File: src/rtl/scaled_normalizer.sv
// Converts a wide signed fixed-point value into the packed {scale[2:0], mantissa[12:0]}
// format. The block searches for the largest scale that fits by shifting right one bit per cycle.
module scaled_normalizer #(
    parameter int IN_W    = 24,
    parameter int IN_FRAC = 7
) (
    input  logic            clk,
    input  logic            rst_n,
    input  logic            in_valid,
    output logic            in_ready,
    input  logic [IN_W-1:0] in_data,
    output logic            out_valid,
    input  logic            out_ready,
    output logic [15:0]     out_data,
    output logic            invalid
);

    localparam int SHIFT = IN_FRAC - 7;

    typedef enum logic [1:0] {
        IDLE = 2'd0,
        SCAN = 2'd1,
        DONE = 2'd2
    } state_t;

    state_t            state_r, state_s;
    logic [IN_W-1:0]   x_r, x_s;
    logic [2:0]        scale_r, scale_s;
    logic [15:0]       out_data_r, out_data_s;
    logic              invalid_r, invalid_s;
    logic              out_valid_r, out_valid_s;
    logic [IN_W-1:0]   load_s;

    // The value fits when every bit from the mantissa sign bit upward is a copy of the sign.
    function automatic logic fits_f(input logic [IN_W-1:0] v);
        logic [IN_W-13:0] hi;
        hi = v[IN_W-1:12];
        return (&hi) | ~(|hi);
    endfunction

    assign load_s    = $signed(in_data) >>> SHIFT;
    assign in_ready  = (state_r == IDLE);
    assign out_valid = out_valid_r;
    assign out_data  = out_data_r;
    assign invalid   = invalid_r;

    // State register and datapath registers.
    always_ff @(posedge clk or negedge rst_n) begin
        if (!rst_n) begin
            state_r     <= IDLE;
            x_r         <= '0;
            scale_r     <= 3'd0;
            out_data_r  <= 16'h0000;
            invalid_r   <= 1'b0;
            out_valid_r <= 1'b0;
        end else begin
            state_r     <= state_s;
            x_r         <= x_s;
            scale_r     <= scale_s;
            out_data_r  <= out_data_s;
            invalid_r   <= invalid_s;
            out_valid_r <= out_valid_s;
        end
    end

    // Next-state and next-datapath logic for the accept / scan / hold sequence.
    always_comb begin
        state_s     = state_r;
        x_s         = x_r;
        scale_s     = scale_r;
        out_data_s  = out_data_r;
        invalid_s   = invalid_r;
        out_valid_s = out_valid_r;
        case (state_r)
            IDLE: begin
                if (in_valid) begin
                    x_s     = load_s;
                    scale_s = 3'd7;
                    state_s = SCAN;
                end else begin
                    state_s = IDLE;
                end
            end
            SCAN: begin
                if (fits_f(x_r)) begin
                    out_data_s  = {scale_r, x_r[12:0]};
                    invalid_s   = 1'b0;
                    out_valid_s = 1'b1;
                    state_s     = DONE;
                end else if (scale_r == 3'd0) begin
                    // Out of range even with no fractional bits: clamp to the mantissa limits.
                    out_data_s  = x_r[IN_W-1] ? 16'h1000 : 16'h0FFF;
                    invalid_s   = 1'b1;
                    out_valid_s = 1'b1;
                    state_s     = DONE;
                end else begin
                    x_s     = {x_r[IN_W-1], x_r[IN_W-1:1]};
                    scale_s = scale_r - 3'd1;
                end
            end
            DONE: begin
                if (out_ready) begin
                    out_valid_s = 1'b0;
                    state_s     = IDLE;
                end else begin
                    state_s = DONE;
                end
            end
            default: begin
                out_valid_s = 1'b0;
                state_s     = IDLE;
            end
        endcase
    end

endmodule

File: config.mk
export PLATFORM = sky130hd
export DESIGN_NAME = scaled_normalizer
export DESIGN_NICKNAME = d
export VERILOG_FILES = /design/src/rtl/scaled_normalizer.sv
export SDC_FILE = /design/constraint.sdc
export NUM_CORES = 1
export LEC_CHECK = 0
export CORE_MARGIN = 3
export CORE_UTILIZATION = 44
export DETAILED_ROUTE_END_ITERATION = 8
export DONT_BUFFER_PORTS = 1
export PLACE_DENSITY = 0.72
export SLEW_MARGIN = 20
export SYNTH_ARGS = -nofsm -noshare
export SYNTH_HDL_FRONTEND = slang
export SYNTH_SLANG_ARGS = --single-unit
File: constraint.sdc
create_clock -name clk -period 1.8 [get_ports clk]
set_input_delay 0.36 -clock clk [delete_from_list [all_inputs] [get_ports clk]]
set_output_delay 0.36 -clock clk [all_outputs]
set_load 0.005 [all_outputs]
* Yosys cells after proc, flatten, opt, wreduce, memory -nomap -nowiden
Cells that the tools add are included.
Widths: inputs -> output; s select.
** Word-level totals
- Flip-flop bits (word level) :: 47
- Bits of input ports :: 28
- Output and inout port bits :: 19
** Cells by class
- Add/subtract/negate cells :: 1
- Equality and inequality tests :: 7
- Muxes and demuxes :: 21
- Bitwise gates (word level) :: 4
- Reductions and logical operators :: 10
** Operator list (number)
- $pmux 24 s2 :: 1
- $mux 23 :: 2
- $mux 16 :: 2
- $mux 24 :: 1
- $mux 13 :: 1
- $reduce_and 12->1 :: 1
- $reduce_or 12->1 :: 1
- $mux 3 :: 3
- $ne 2x2->1 const B :: 4
- $mux 2 :: 3
- $pmux 2 s3 :: 1
- $pmux 3 s2 :: 1
- $reduce_and 3->1 :: 2
- $mux 1 :: 5
- $reduce_and 4->1 :: 1
- $reduce_bool 2->1 :: 2
- $logic_not 3->1 :: 1
- $ne 3x3->1 const B :: 1
- $not 1->1 :: 3
- $pmux 1 s3 :: 1
- $sub 3x1->3 const B :: 1
- $eq 2x1->1 const B :: 1
- $eq 2x2->1 const B :: 1
- $logic_not 2->1 :: 1
- other kinds (2) :: 2

* Logic depth before layout (Yosys ltp)
- Depth after elaboration :: 5
- Depth in mapped cells :: 7
- Depth with buffers taken out :: 6

* Worst setup path before layout
No wires, ideal clock.
- Kind :: register to register
- Start point :: reg scale_r[0]
- End point :: reg x_r[0]
- Setup time :: 125 ps
- Data arrival time :: 1884 ps
- Required time :: 1675 ps
- Slack :: -209 ps
- Cell stages (with the launch flop) :: 8
- Clock period less this slack :: 2009 ps
- Cell sequence :: dfrtp_1 > inv_1 > ha_1 > and2b_1 > nand2b_1 > o31ai_4 > buf_12 > mux2_4
** On the way
- Cells in the longest elaborated chain, start to end :: 3
** RTL lines
- from (decl) :: RTL line 28 : logic [2:0] scale_r, scale_s;
- from (signal assigned) :: RTL line 59 : scale_r <= scale_s;
- $logic_not 3->1 :: RTL line 90 : end else if (scale_r == 3'd0) begin
- $ne 2x2->1 (no source line)
- $reduce_and 4->1 (no source line)
- to (signal assigned) :: RTL line 58 : x_r <= x_s;
- to (decl) :: RTL line 27 : logic [IN_W-1:0] x_r, x_s;
Every way passes these cells.
A chain may end at the register's enable or synchronous reset.

* Worst setup path after layout
- Start point :: reg x_r[16]
- End point :: reg x_r[14]
** On the way
- Cells in the longest elaborated chain, start to end :: 5
** RTL lines
- $reduce_or 12->1 :: RTL line 38 : return (&hi) | ~(|hi);
- $not 1->1 :: RTL line 38
- $or 1x1->1 (*) :: RTL line 38
- $ne 2x2->1 (no source line) (*)
- $reduce_and 4->1 (no source line) (*)
Mark *: on every way between the ends. The rest lies on a longest branch, timed or not.

==> results by group <==
Logic synthesis
  • Top_reg_cell synth: dfrtp_1
  • Count of state elements after synthesis: 47
  • YS warnings: 0
  • Syn Area/Cell: 11.0 µm²
  • Yosys top cell by area: dfrtp_1
  • Fraction of registers with async set/reset: 1.00
  • Top-area cell type share of the netlist area: 0.508
  • Post-synth cell types: 30
  • Mapped Area: 2320 µm²
  • EDFF count, synth: 0
  • Syn_nets: 241
  • Sequential fraction of the synthesis area: 0.508
  • Main area contributors after synthesis: dfrtp_1, nand2_1, mux2_4
  • Synthesized instance count: 211

Layout
  • Most frequent cells in the layout: nand2_1, dfrtp_1, buf_4
  • Fillers: 405
  • Most common cell after layout, fill and taps aside: nand2_1
  • Nets: 278
  • Area of the multi-input gates: 1100 µm²
  • Final std cells w/o fill: 316
  • # diodes: 0
  • Synth-to-Final Area Change: 24.4%
  • FF+latch area: 1180 µm²
  • Share of layout cells above drive strength 1: 0.341

Routing
  • 1st-pass router iterations: 4
  • Met2 wirelength from detailed routing: 2.73 mm
  • DR top layer: met4
  • DR iter-0 viols: 62
  • WL/cell: 17.1 µm
  • ANT nets after route: 0
  • Residual DRC: 0
  • DR vias/cell: 5.47
  • Metal3 WL: 346 µm
  • M1 WL: 2.28 mm
  • Via count: 1,730
  • WL final: 5.41 mm

Worst setup path
  • Worst-path fanout max: 5
  • Largest stage delay on the critical path: 440 ps
  • Crit path to: x_r[14]
  • CP required: 2000 ps
  • Kind of critical path: reg2reg
  • Reg2reg setup slack: -130 ps
  • CP top delay family: simple AND/OR/NAND/NOR gates
  • Critical Path, Cell by Cell: nor4_1 > and3_4 > o31ai_4 > buf_6 > buf_4 > mux2_4
  • Stages on worst setup path: 6
  • Critical Path AT: 2130 ps
  • Critical-path top delay cell: dfrtp_1
  • Critical path endpoint category: flip-flop
  • Crit path launch: x_r[16]
  • WP buf/inv: 2
  • RR Startpoint: x_r[16]
  • Crit start category: flip-flop
  • R2R Path End: x_r[14]
  • Worst Reg-to-Reg Cells: 6

Pwr
  • Leak: 1.47 nW
  • PwrDens: 2060 nW/µm²
  • Worst IR Drop VDD: 1.02 mV
  • Tot Pwr: 0.00593 W

STA
  • Slew @ Worst Pin: 353 ps
  • Setup Skew: 12.0 ps
  • Crit share post-route: 1.07
  • Final hold vios: 0
  • Count of final setup violators: 37
  • Slew Limit Fails: 0
  • Fmax: 0.519 GHz
  • Slew HR: 0.763
  • Crit path time final: 1930 ps
  • RSZ-0062 raised after global routing: true
  • Final WS setup: -127 ps

Global route
  • Gr usage total: 0.186
  • Largest net degree at the start of global routing: 48
  • Gr ovfl total: 0
  • Antenna violations before repair: 0
  • Global-route wire length before repair: 8.96 mm
  • Number of global-route vias before repair: 1,772

Floorplan
  • Die Ht: 78.6 µm
  • Initial Util: 0.472
  • IO Pins: 47
  • DIE WIDTH: 78.6 µm
  • Die area: 6170 µm²
  • Core ar.: 4910 µm²
  • Rows: 25

Clock network
  • CTS Sinks: 47
  • CTS tree: yes
  • CTS H-tree lvls: 2
  • Maximum clock path buffer count: 2
  • CTS clk-pin slew, worst paths: 100 ps
  • Clock Root Buffer: clkbuf_8
  • Num CTS Buffers: 5
  • Clk_lat worst skew: 300 ps

Placement
  • Placer Congestion: 0.745
  • Port Buffers: 0
  • Post-placement cell count: 290
  • Hpwl dp: 3.57 mm

Outcome
  • Status: finished with violations
  • Failing checks: negative setup slack

Worst hold path
  • Hold WC Path Type: in2reg

Run
  • Max-cap violation count: 0
[worst register-to-register path: cells and delay by family (launching register included)]
kind	cells	cell delay, ps
mux	1	290
compound gates	1	110
buf+inv	2	290
flops	1	440
simple gates	2	700
[stage by stage]
step	cell area (µm²)	setup TNS [ps]	setup WS, ps	util	hold WS (ps)
after floorplan	2330	-4120	-200	-	64.4
after global routing	2880	-5940	-189	0.587	189
after CTS	2750	-299	-37.7	0.559	172
after detailed placement	2500	-2050	-129	0.510	65.8
final	2880	-3850	-127	0.587	178
after global placement	2500	-1020	-68.9	0.510	65.9
[logic make-up after synthesis]
family | share of synthesized area
AND/OR/NAND/NOR | 0.188
flip-flops | 0.508
multiplexers | 0.160
AO/OA/AOI/OAI | 0.0896
buffers and inverters | 0.0432
adder cells (fa/ha/maj) | 0.0108
[report_power, final]
group | switching (W) | total, W | internal, W
registers | 0.000469 | 0.00205 | 0.00158
clock network | 0.000383 | 0.000802 | 0.000419
logic | 0.00125 | 0.00308 | 0.00183
total | 0.00210 | 0.00593 | 0.00383
[worst min path at each step]
stage	start	to	slack, ps	cells after the start
6_report	in_data[23]	x_r[23]	180	2
3_3_place_gp	rst_n	out_data[10]	70	0
4_1_cts	in_data[23]	x_r[23]	170	2
3_5_place_dp	rst_n	out_data[10]	70	0
2_1_floorplan	rst_n	invalid	60	0
5_1_grt	in_data[23]	x_r[23]	190	2
[synth_stat cells, types with 2 or more instances]
library cell / number
a221o_1: 12
a22o_1: 2
buf_12: 2
buf_2: 3
clkbuf_1: 5
dfrtp_1: 47
ha_1: 2
inv_1: 2
mux2_2: 5
mux2_4: 19
mux2i_1: 3
nand2_1: 78
nand2b_1: 2
nand4_1: 3
nor2_1: 6
nor3_1: 3
nor4_1: 3
o31ai_4: 2
[registers in the layout (all words and copies together) (netlist names)]
register / flops
invalid: 1
out_data: 16
out_valid: 1
scale_r: 3
state_r: 2
x_r: 24
[timing repair]
item / 4_1_cts / 5_1_grt
pin swaps: 1 / 13
cloned: 2 / 1
endpoints found under the hold margin: 47 / 0
setup endpoints to repair: 25 / 36
hold buffers: 2 / 0
resized for setup: 16 / 15
setup buffers: 3 / 11
[cell type report]
cell class | instances | area share
clock inverter | 3 | 0.0161
timing repair buffer | 42 | 0.138
tap | 67 | 0.0291
multi-input combinational | 150 | 0.382
inverter | 2 | 0.00261
sequential | 47 | 0.408
clock buffer | 5 | 0.0239
[metal layers]
| metal | up-vias | GRT usage |
|---|---|---|
| li1 | 798 | - |
| met1 | 879 | 0.247 |
| met2 | 49 | 0.300 |
| met3 | 4 | 0.0436 |
| met4 | 0 | 0.0577 |
| met5 | - | 0 |
Power figures use the tool's default switching activity.
